`src/rtl/cache_pkg.sv`:
```
// rtl/cache_pkg.sv - shared state encoding, address-field widths and line layout for dcache
package cache_pkg;

   typedef enum logic [1:0] {IDLE, FILL, WRITE, RESP} state_t;

   function automatic int word_bits(input int line_words);
      return (line_words > 1) ? $clog2(line_words) : 0;
   endfunction

   function automatic int index_bits(input int sets);
      return $clog2(sets);
   endfunction

   function automatic int tag_bits(input int addr_width, input int sets, input int line_words);
      return addr_width - 2 - word_bits(line_words) - index_bits(sets);
   endfunction

   localparam int DEF_ADDR_WIDTH = 32;
   localparam int DEF_SETS       = 8;
   localparam int DEF_LINE_WORDS = 4;
   localparam int DEF_TAG_W      = tag_bits(DEF_ADDR_WIDTH, DEF_SETS, DEF_LINE_WORDS);

   // Packed view of one line in the default geometry.
   typedef struct packed {
      logic                                valid;
      logic [DEF_TAG_W-1:0]                tag;
      logic [DEF_LINE_WORDS-1:0][31:0]     words;
   } line_t;

endpackage

```
`src/rtl/dcache_store.sv`:
```
// rtl/dcache_store.sv - tag/valid/data arrays: combinational read by index, clocked word/tag writes
module dcache_store
   import cache_pkg::*;
#(
   parameter int SETS       = 8,
   parameter int LINE_WORDS = 4,
   parameter int TAG_W      = 25,
   localparam int IB        = index_bits(SETS),
   localparam int FW        = IB + word_bits(LINE_WORDS)
)(
   input  logic             clk,
   input  logic             rst_n,
   input  logic             clr_all,
   input  logic [IB-1:0]    idx,
   input  logic [FW-1:0]    rd_faddr,
   output logic             line_valid,
   output logic [TAG_W-1:0] line_tag,
   output logic [31:0]      line_word,
   input  logic             vld_clr,
   input  logic             tag_we,
   input  logic [TAG_W-1:0] tag_wdata,
   input  logic             word_we,
   input  logic [FW-1:0]    wr_faddr,
   input  logic [31:0]      word_wdata
);

   logic [SETS-1:0]  valid;
   logic [TAG_W-1:0] tags  [SETS];
   logic [31:0]      words [SETS*LINE_WORDS];

   assign line_valid = valid[idx];
   assign line_tag   = tags[idx];
   assign line_word  = words[rd_faddr];

   // Miss-time clear and fill-completion set never occur in the same cycle.
   always_ff @(posedge clk) begin
      if (!rst_n || clr_all) begin
         valid <= '0;
      end else begin
         if (vld_clr)
            valid[idx] <= 1'b0;
         if (tag_we)
            valid[idx] <= 1'b1;
      end
   end

   always_ff @(posedge clk) begin
      if (tag_we)
         tags[idx] <= tag_wdata;
      if (word_we)
         words[wr_faddr] <= word_wdata;
   end

endmodule

```
`src/rtl/dcache.sv`:
```
// rtl/dcache.sv - direct-mapped write-through, no-write-allocate data cache with line refill
// Optional DCACHE_STATS_EN adds saturating hit_count/miss_count outputs.
module dcache
   import cache_pkg::*;
#(
   parameter int ADDR_WIDTH = 32,
   parameter int DATA_WIDTH = 32,
   parameter int SETS       = 8,
   parameter int LINE_WORDS = 4
)(
   input  logic                  clk,
   input  logic                  rst_n,
   input  logic                  flush,
   input  logic                  cpu_req,
   input  logic                  cpu_we,
   input  logic [ADDR_WIDTH-1:0] cpu_addr,
   input  logic [DATA_WIDTH-1:0] cpu_wdata,
   output logic [DATA_WIDTH-1:0] cpu_rdata,
   output logic                  cpu_ready,
   output logic                  mem_req,
   output logic                  mem_we,
   output logic [ADDR_WIDTH-1:0] mem_addr,
   output logic [DATA_WIDTH-1:0] mem_wdata,
   input  logic [DATA_WIDTH-1:0] mem_rdata,
   input  logic                  mem_ack
`ifdef DCACHE_STATS_EN
   ,
   output logic [31:0]           hit_count,
   output logic [31:0]           miss_count
`endif
);

   localparam int WB = word_bits(LINE_WORDS);
   localparam int IB = index_bits(SETS);
   localparam int TB = tag_bits(ADDR_WIDTH, SETS, LINE_WORDS);
   localparam int CW = (WB > 0) ? WB : 1;
   localparam int FW = IB + WB;
   localparam logic [ADDR_WIDTH-3:0] WORD_MASK = (ADDR_WIDTH-2)'(LINE_WORDS - 1);

   state_t                  state;
   logic [ADDR_WIDTH-1:2]   lat_addr;
   logic [ADDR_WIDTH-1:2]   rd_addr;
   logic                    lat_we;
   logic [CW-1:0]           cnt;
   logic                    cnt_last;
   logic [IB-1:0]           rd_idx;
   logic [TB-1:0]           rd_tag;
   logic [FW-1:0]           rd_faddr;
   logic [FW-1:0]           fill_faddr;
   logic                    line_valid;
   logic [TB-1:0]           line_tag;
   logic [31:0]             line_word;
   logic                    hit;
   logic                    idle_flush;
   logic                    idle_go;
   logic                    rd_hit_idle;
   logic                    miss_go;
   logic                    wr_go;
   logic                    ack;
   logic                    fill_ack;
   logic                    wr_ack;
   logic                    unused_ok;

   assign unused_ok = ^cpu_addr[1:0];

   // The CPU holds its address, so the latched copy only matters once IDLE is left.
   assign rd_addr = (state == IDLE) ? cpu_addr[ADDR_WIDTH-1:2] : lat_addr;
   assign rd_idx  = rd_addr[2+WB +: IB];
   assign rd_tag  = rd_addr[ADDR_WIDTH-1 -: TB];

   generate
      if (WB > 0) begin : g_word
         assign rd_faddr   = {rd_idx, rd_addr[2 +: WB]};
         assign fill_faddr = {rd_idx, cnt};
      end else begin : g_noword
         assign rd_faddr   = rd_idx;
         assign fill_faddr = rd_idx;
      end
   endgenerate

   assign hit         = line_valid && (line_tag == rd_tag);
   assign idle_flush  = (state == IDLE) && flush;
   assign idle_go     = (state == IDLE) && !flush && cpu_req;
   assign rd_hit_idle = idle_go && !cpu_we && hit;
   assign miss_go     = idle_go && !cpu_we && !hit;
   assign wr_go       = idle_go && cpu_we;
   assign ack         = mem_req && mem_ack;
   assign fill_ack    = (state == FILL) && ack;
   assign wr_ack      = (state == WRITE) && ack;

   assign cpu_ready = rd_hit_idle || (state == RESP);
   assign cpu_rdata = (rd_hit_idle || ((state == RESP) && !lat_we)) ? line_word : '0;

   dcache_store #(
      .SETS       (SETS),
      .LINE_WORDS (LINE_WORDS),
      .TAG_W      (TB)
   ) u_store (
      .clk        (clk),
      .rst_n      (rst_n),
      .clr_all    (idle_flush),
      .idx        (rd_idx),
      .rd_faddr   (rd_faddr),
      .line_valid (line_valid),
      .line_tag   (line_tag),
      .line_word  (line_word),
      .vld_clr    (miss_go),
      .tag_we     (fill_ack && cnt_last),
      .tag_wdata  (rd_tag),
      .word_we    (fill_ack || (wr_ack && hit)),
      .wr_faddr   (fill_ack ? fill_faddr : rd_faddr),
      .word_wdata (fill_ack ? mem_rdata : mem_wdata)
   );

   generate
      if (WB > 0) begin : g_cnt
         always_ff @(posedge clk) begin
            if (!rst_n || miss_go)
               cnt <= '0;
            else if (fill_ack)
               cnt <= cnt + CW'(1);
         end
         assign cnt_last = (cnt == CW'(LINE_WORDS - 1));
      end else begin : g_nocnt
         assign cnt      = '0;
         assign cnt_last = 1'b1;
      end
   endgenerate

   always_ff @(posedge clk) begin
      if (!rst_n) begin
         state     <= IDLE;
         lat_addr  <= '0;
         lat_we    <= 1'b0;
         mem_req   <= 1'b0;
         mem_we    <= 1'b0;
         mem_addr  <= '0;
         mem_wdata <= '0;
      end else begin
         case (state)
            IDLE: begin
               if (miss_go) begin
                  lat_addr <= cpu_addr[ADDR_WIDTH-1:2];
                  lat_we   <= 1'b0;
                  mem_req  <= 1'b1;
                  mem_we   <= 1'b0;
                  mem_addr <= {cpu_addr[ADDR_WIDTH-1:2] & ~WORD_MASK, 2'b00};
                  state    <= FILL;
               end else if (wr_go) begin
                  lat_addr  <= cpu_addr[ADDR_WIDTH-1:2];
                  lat_we    <= 1'b1;
                  mem_req   <= 1'b1;
                  mem_we    <= 1'b1;
                  mem_addr  <= {cpu_addr[ADDR_WIDTH-1:2], 2'b00};
                  mem_wdata <= cpu_wdata;
                  state     <= WRITE;
               end
            end
            FILL: begin
               if (ack) begin
                  if (cnt_last) begin
                     mem_req <= 1'b0;
                     state   <= RESP;
                  end else begin
                     mem_addr <= mem_addr + ADDR_WIDTH'(4);
                  end
               end
            end
            WRITE: begin
               if (ack) begin
                  mem_req <= 1'b0;
                  mem_we  <= 1'b0;
                  state   <= RESP;
               end
            end
            RESP: state <= IDLE;
            default: state <= IDLE;
         endcase
      end
   end

`ifdef DCACHE_STATS_EN
   always_ff @(posedge clk) begin
      if (!rst_n) begin
         hit_count  <= '0;
         miss_count <= '0;
      end else begin
         if (rd_hit_idle && (hit_count != '1))
            hit_count <= hit_count + 32'd1;
         if (miss_go && (miss_count != '1))
            miss_count <= miss_count + 32'd1;
      end
   end
`endif

endmodule

```
`config.mk`:
```
export PLATFORM = sky130hd
export DESIGN_NAME = dcache
export DESIGN_NICKNAME = d
export VERILOG_FILES = /design/src/rtl/cache_pkg.sv /design/src/rtl/dcache_store.sv /design/src/rtl/dcache.sv
export SDC_FILE = /design/constraint.sdc
export NUM_CORES = 2
export LEC_CHECK = 0
export CORE_MARGIN = 5
export CORE_UTILIZATION = 49
export DETAILED_ROUTE_END_ITERATION = 7
export PLACE_DENSITY = 0.67
export SKIP_LAST_GASP = 1
export SYNTH_ARGS = -nofsm -noshare
export SYNTH_HDL_FRONTEND = slang
export SYNTH_SLANG_ARGS = --single-unit
```
`constraint.sdc`:
```
create_clock -name clk -period 14.45 [get_ports clk]
set_clock_uncertainty 0.1 [all_clocks]
set_input_delay 1.445 -clock clk [delete_from_list [all_inputs] [get_ports clk]]
set_output_delay 1.445 -clock clk [all_outputs]
set_load 0.03 [all_outputs]
```
Word level (Yosys, flattened, before mapping)
Memories as Yosys holds them, arrays and structs flattened.
Index checks and enable logic that the tools add are counted.
W data, S select, Z words.

word-level totals
  output and inout port bits = 99
  memories kept = 2
  logic and storage cells = 101
  memory bits (writable) = 1,224
  register bits after elaboration = 109

operators by class
  bitwise operators = 4
  add/sub/neg operators = 2
  multiplexer cells = 36
  equal/unequal tests = 10
  $lt $le $gt $ge = 2
  reductions and logical operators = 36

memories
  name           depth  width  read ports  clocked after memory_dff  write ports  line                text
  u_store.words  32     32     1           0                         1            dcache_store.sv:29  logic [31:0] words [SETS*LINE_WORDS];
  u_store.tags   8      25     1           0                         1            dcache_store.sv:28  logic [TAG_W-1:0] tags [SETS];

operator list
  kind                     number
  $mux W32                 6
  $mux W30                 3
  $pmux W32 S2             1
  $add A32 B3 Y32 const B  1
  $eq A25 B25 Y1           1
  $mux W8                  3
  $logic_and A1 B1 Y1      15
  $mux W1                  12
  $mux W2                  6
  $and A8 B8 Y8            1
  $ne A2 B2 Y1 const B     4
  $not A8 Y8               1
  $or A8 B8 Y8             1
  $pmux W2 S4              1
  $reduce_and A4 Y1        2
  $eq A2 B2 Y1 const B     3
  $reduce_and A3 Y1        2
  $reduce_bool A2 Y1       3
  $logic_not A1 Y1         5
  $logic_or A1 B1 Y1       5
  $reduce_and A5 Y1        1
  $lt A3 B4 Y1 const B     1
  $bmux W1 S3              1
  $demux W1 S3             1
  other kinds (10)         10

Longest topological paths before layout
  word-level depth = 12
  mapped depth = 17
  gate-level depth less buffers = 12

Hierarchy
A second synthesis with hierarchy kept.

unflattened totals
  cell total of the unflattened synthesis = 3,384
  area, all modules = 53,669.0 um2

by module, submodules not included
  module        cells each  area an instance (um2)  times used  sequential area each (um2)
  dcache_store  2,680       47,819.6                1           36,915.4
  dcache        704         5,849.4                 1           1,981.9

Worst setup path after synthesis
OpenSTA, ideal clock, no wires.

  path type = input port to flip-flop
  from = input port cpu_addr[5]
  to = memory u_store.words[0][0], enable pin
  arrival = 5.029 ns
  stages on the path = 12
  data required time = 13.929 ns
  path slack = 8.900 ns
  cell sequence = or3b_1 buf_2 nand2_2 buf_4 a32oi_1 and3b_1 nor4_1 nand4_1 nor4_2 a21o_1 nand3_2 nor2_1

on the way
  word-level cells in the longest chain between the ends = 8
  elaborated cells between the ends (all ways) = 10

RTL lines
  item                                           line                              text
  from (decl)                                    dcache.sv:16                      input logic [ADDR_WIDTH-1:0] cpu_addr,
  $mux W30 (*)                                   dcache.sv:67                      assign rd_addr = (state == IDLE) ? cpu_addr[ADDR_WIDTH-1:2] : lat_addr;
  $mem_v2 Z8 W25 or $bmux W1 S3 (tied branches)  n/a
  $eq A25 B25 Y1 or $mux W1 (tied branches)      dcache.sv:81, dcache_store.sv:31
  $logic_and A1 B1 Y1                            dcache.sv:81                      assign hit = line_valid && (line_tag == rd_tag);
  $logic_and A1 B1 Y1                            dcache.sv:110                     .word_we (fill_ack || (wr_ack && hit)),
  $logic_or A1 B1 Y1                             dcache.sv:110
  $mux W1                                        dcache_store.sv:50                if (word_we)
  $mux W1 (not written as such)                  dcache_store.sv:51                words[wr_faddr] <= word_wdata;
  to (decl)                                      dcache_store.sv:29

Every way passes the cells marked *; elsewhere a longest branch is shown, timed or not. The select of a mux whose other input is x is not followed.

Worst setup path after layout
  from = input port cpu_addr[4]
  to = output port cpu_rdata[12]

on the way
  word-level cells in the longest chain between the ends = 7
  elaborated cells between the ends (all ways) = 10

RTL lines
  item                                           line                              text
  $mux W30 (*)                                   dcache.sv:67
  $mem_v2 Z8 W25 or $bmux W1 S3 (tied branches)  n/a
  $eq A25 B25 Y1 or $mux W1 (tied branches)      dcache.sv:81, dcache_store.sv:31
  $logic_and A1 B1 Y1                            dcache.sv:81
  $logic_and A1 B1 Y1                            dcache.sv:84                      assign rd_hit_idle = idle_go && !cpu_we && hit;
  $logic_or A1 B1 Y1                             dcache.sv:92                      assign cpu_rdata = (rd_hit_idle || ((state == RESP) && !lat_we)) ? line_word : '0;
  $mux W32 (*)                                   dcache.sv:92
  to (decl)                                      dcache.sv:18                      output logic [DATA_WIDTH-1:0] cpu_rdata,

Marks and branches as above.

==> results_dict.tcl <==
set metrics [dict create \
    status "completed" \
    synth.most_common_cell "edfxtp_1" \
    min_delay_path_depth 2 \
    dp_cells 4424 \
    netlist_area_sq_um 52900 \
    worst-path-max-fanout 77 \
    antenna_found_initial 2 \
    cts-resized-gates 0 \
    rows 120 \
    vias_per_cell 6.17 \
    dpl_cell_area_sq_um 56600 \
    gr-total-overflow 0 \
    grt_setup_unrepaired "no" \
    synth_edf_count 1224 \
    vias 28819 \
    critPathMaxStageDelay_ps 910 \
    ys_async_sr_fraction_pct 0 \
    crit_chain "clkdlybuf4s50_1 > mux2_8 > buf_4 > mux2i_1 > a32oi_1 > a21boi_0 > nor4_1 > nand4_1 > nor4_2 > nand2b_1 > o21ai_4 > buf_4 > and3_1 > clkdlybuf4s50_1" \
    drt_iter0_drc 3048 \
    relSlewSlack_pct 16.0 \
    routabilityCongestion 0.808 \
    finalCriticalPeriod_ps 9380 \
    hold_path_class "reg2reg" \
    cpMaxStageDelayCell "buf_4" \
    worstMarginPinSlew_ps 1260 \
    criticalPathCategory "in2out" \
    setup_violations 0 \
    clock_insertion_delay_worst_skew_ps 740 \
    regArea_sq_um 38900 \
    cp.arrival_ps 7840 \
    cts_buffer_depth 3 \
    numPortBuffers 196 \
    die_area_sq_um 115000 \
    finalNonFillerCells 4671 \
    post_cts_buffers 0 \
    yosysWarningCount 0 \
    pre_cts_ws_ps 5030 \
    p_leak_nw 19.6 \
    drv_slew 0 \
    wl_per_cell_microns 28.0 \
    grt_max_degree 166 \
    power_density_nw_per_um2 166 \
    drc 0 \
    cts_tree "built" \
    synthTopCellsByArea "edfxtp_1, mux4_2, dfxtp_1" \
    cts_hold_buf 0 \
    syn2layout_area_growth_pct 15.1 \
    syn_inst 2934 \
    place_hpwl_microns 74000 \
    fin_tns_setup_ps 0 \
    setup_ws_ps 5070 \
    drive_gt1_share_pct 19.5 \
    path_clk_slew_ps 60 \
    drtPass1Iterations 5 \
    grt_pass1_vias 29178 \
    htreeDepth 4 \
    start_util_pct 49.4 \
    root_buffer "clkbuf_16" \
    syn_avg_cell_area_sq_um 18.0 \
    yosysUniqueCellTypes 67 \
    cts_buffers 135 \
    fin_crit_sh_pct 64.9 \
    grt_pass1_wl_microns 192000 \
    ys_seq_area_share_pct 73.5 \
    synth_seq_cells 1331 \
    required_ps 12900 \
    yosysTopAreaCellShare_pct 69.4 \
    multiInputGateArea_sq_um 13400 \
    fill_cells 7978 \
    detail-route-antenna-nets 0 \
    die_y_microns 339 \
    clock_sink_count 1331 \
    hold_viol 0 \
    cp-end-kind "output port" \
    ir_drop_mv 0.125 \
    fin_util_pct 56.9 \
    io_pins 201 \
    r2r_cells 15 \
    max_freq_mhz 107 \
    maxCapViolations 0 \
    fin_area_sq_um 60900 \
    synth_common_cells "edfxtp_1, nand2_1, mux4_2, mux2i_1, dfxtp_1" \
    synthFlopType "edfxtp_1" \
    die_x_microns 339 \
    grt_usage_pct 22.4 \
    synth_top_area_cell "edfxtp_1" \
    start_kind "input port" \
    fin_nets 3267 \
    coreArea_sq_um 107000 \
    wl_microns 131000 \
]
## flip-flops by register name, summed over array words and instances, names as in the netlist
register	flops
cnt	2
u_store.valid	8
mem_req	1
mem_wdata	32
mem_addr	30
u_store.words	1024
lat_addr	30
u_store.tags	200
state	2
mem_we	1
lat_we	1
## worst max-delay path, delay by kind of cell
kind	cells	cell delay [ps]
compound gates	3	530
simple gates	5	1920
mux	2	980
buf+inv	4	2830
## cell families (layout without fill, tap and decap cells)
group / after synthesis / after routing / share of synthesized area, %
adders and majority gates: 7 / 7 / 0.165
AOI/OAI and AO/OA: 365 / 365 / 4.67
buffers and inverters: 202 / 533 / 1.78
and+or+nand+nor: 594 / 594 / 5.46
xor gates and xnor gates: 3 / 3 / 0.0496
DFF: 1331 / 1331 / 73.5
muxes: 431 / 431 / 14.4
other: 1 / 4 / 0.00708
## where the power goes
group | switching, mW | internal, mW
clock | 1.45 | 1.94
sequential | 0.0551 | 4.36
combinational | 1.38 | 0.939
## stage by stage
stage / hold slack [ps] / total power, mW
2_1_floorplan: 354 / 6.17
3_3_place_gp: 362 / 6.76
3_5_place_dp: 373 / 6.81
4_1_cts: 381 / 10.2
5_1_grt: 401 / 10.5
6_report: 385 / 10.1
## placed cells by master (no fill, tap or decap), drive strengths merged, types with 44 or more instances in the layout
| cell type | instances |
|---|---|
| mux2i | 109 |
| buf | 61 |
| nor2 | 61 |
| a21boi | 46 |
| nand2 | 284 |
| a21oi | 83 |
| clkdlybuf4s50 | 195 |
| nand3 | 66 |
| o22ai | 93 |
| dfxtp | 107 |
| clkbuf | 183 |
| edfxtp | 1224 |
| mux2 | 66 |
| nor2b | 44 |
| a32oi | 44 |
| mux4 | 256 |
## per-layer routing
layer	up-vias	global-route usage [%]	part of all wire, %
met5	-	0	0.0099
met1	15173	30.4	40
met4	2	5.88	2.2
li1	12273	-	-
met3	211	3.61	6.8
met2	1160	38.2	51
## final cells by class
cell class | instances | share of cell area [%]
antenna | 2 | 0.00821
clock buffer | 183 | 6.01
clock inverter | 62 | 1.05
inverter | 32 | 0.197
multi-input combinational | 1402 | 22.0
sequential | 1331 | 63.8
tap | 1403 | 2.88
timing repair buffer | 256 | 4.00
## path summary, 6_finish.rpt
kind                          endpoint  slack [ps]          start
setup / recovery         cpu_rdata[12]        5070    cpu_addr[4]
hold reg to reg          mem_wdata[15]         380  mem_wdata[15]
setup reg to reg  u_store.words[15][7]        6380       state[0]
hold / removal           mem_wdata[15]         380  mem_wdata[15]
No activity file was read; power rests on OpenSTA's default activity.
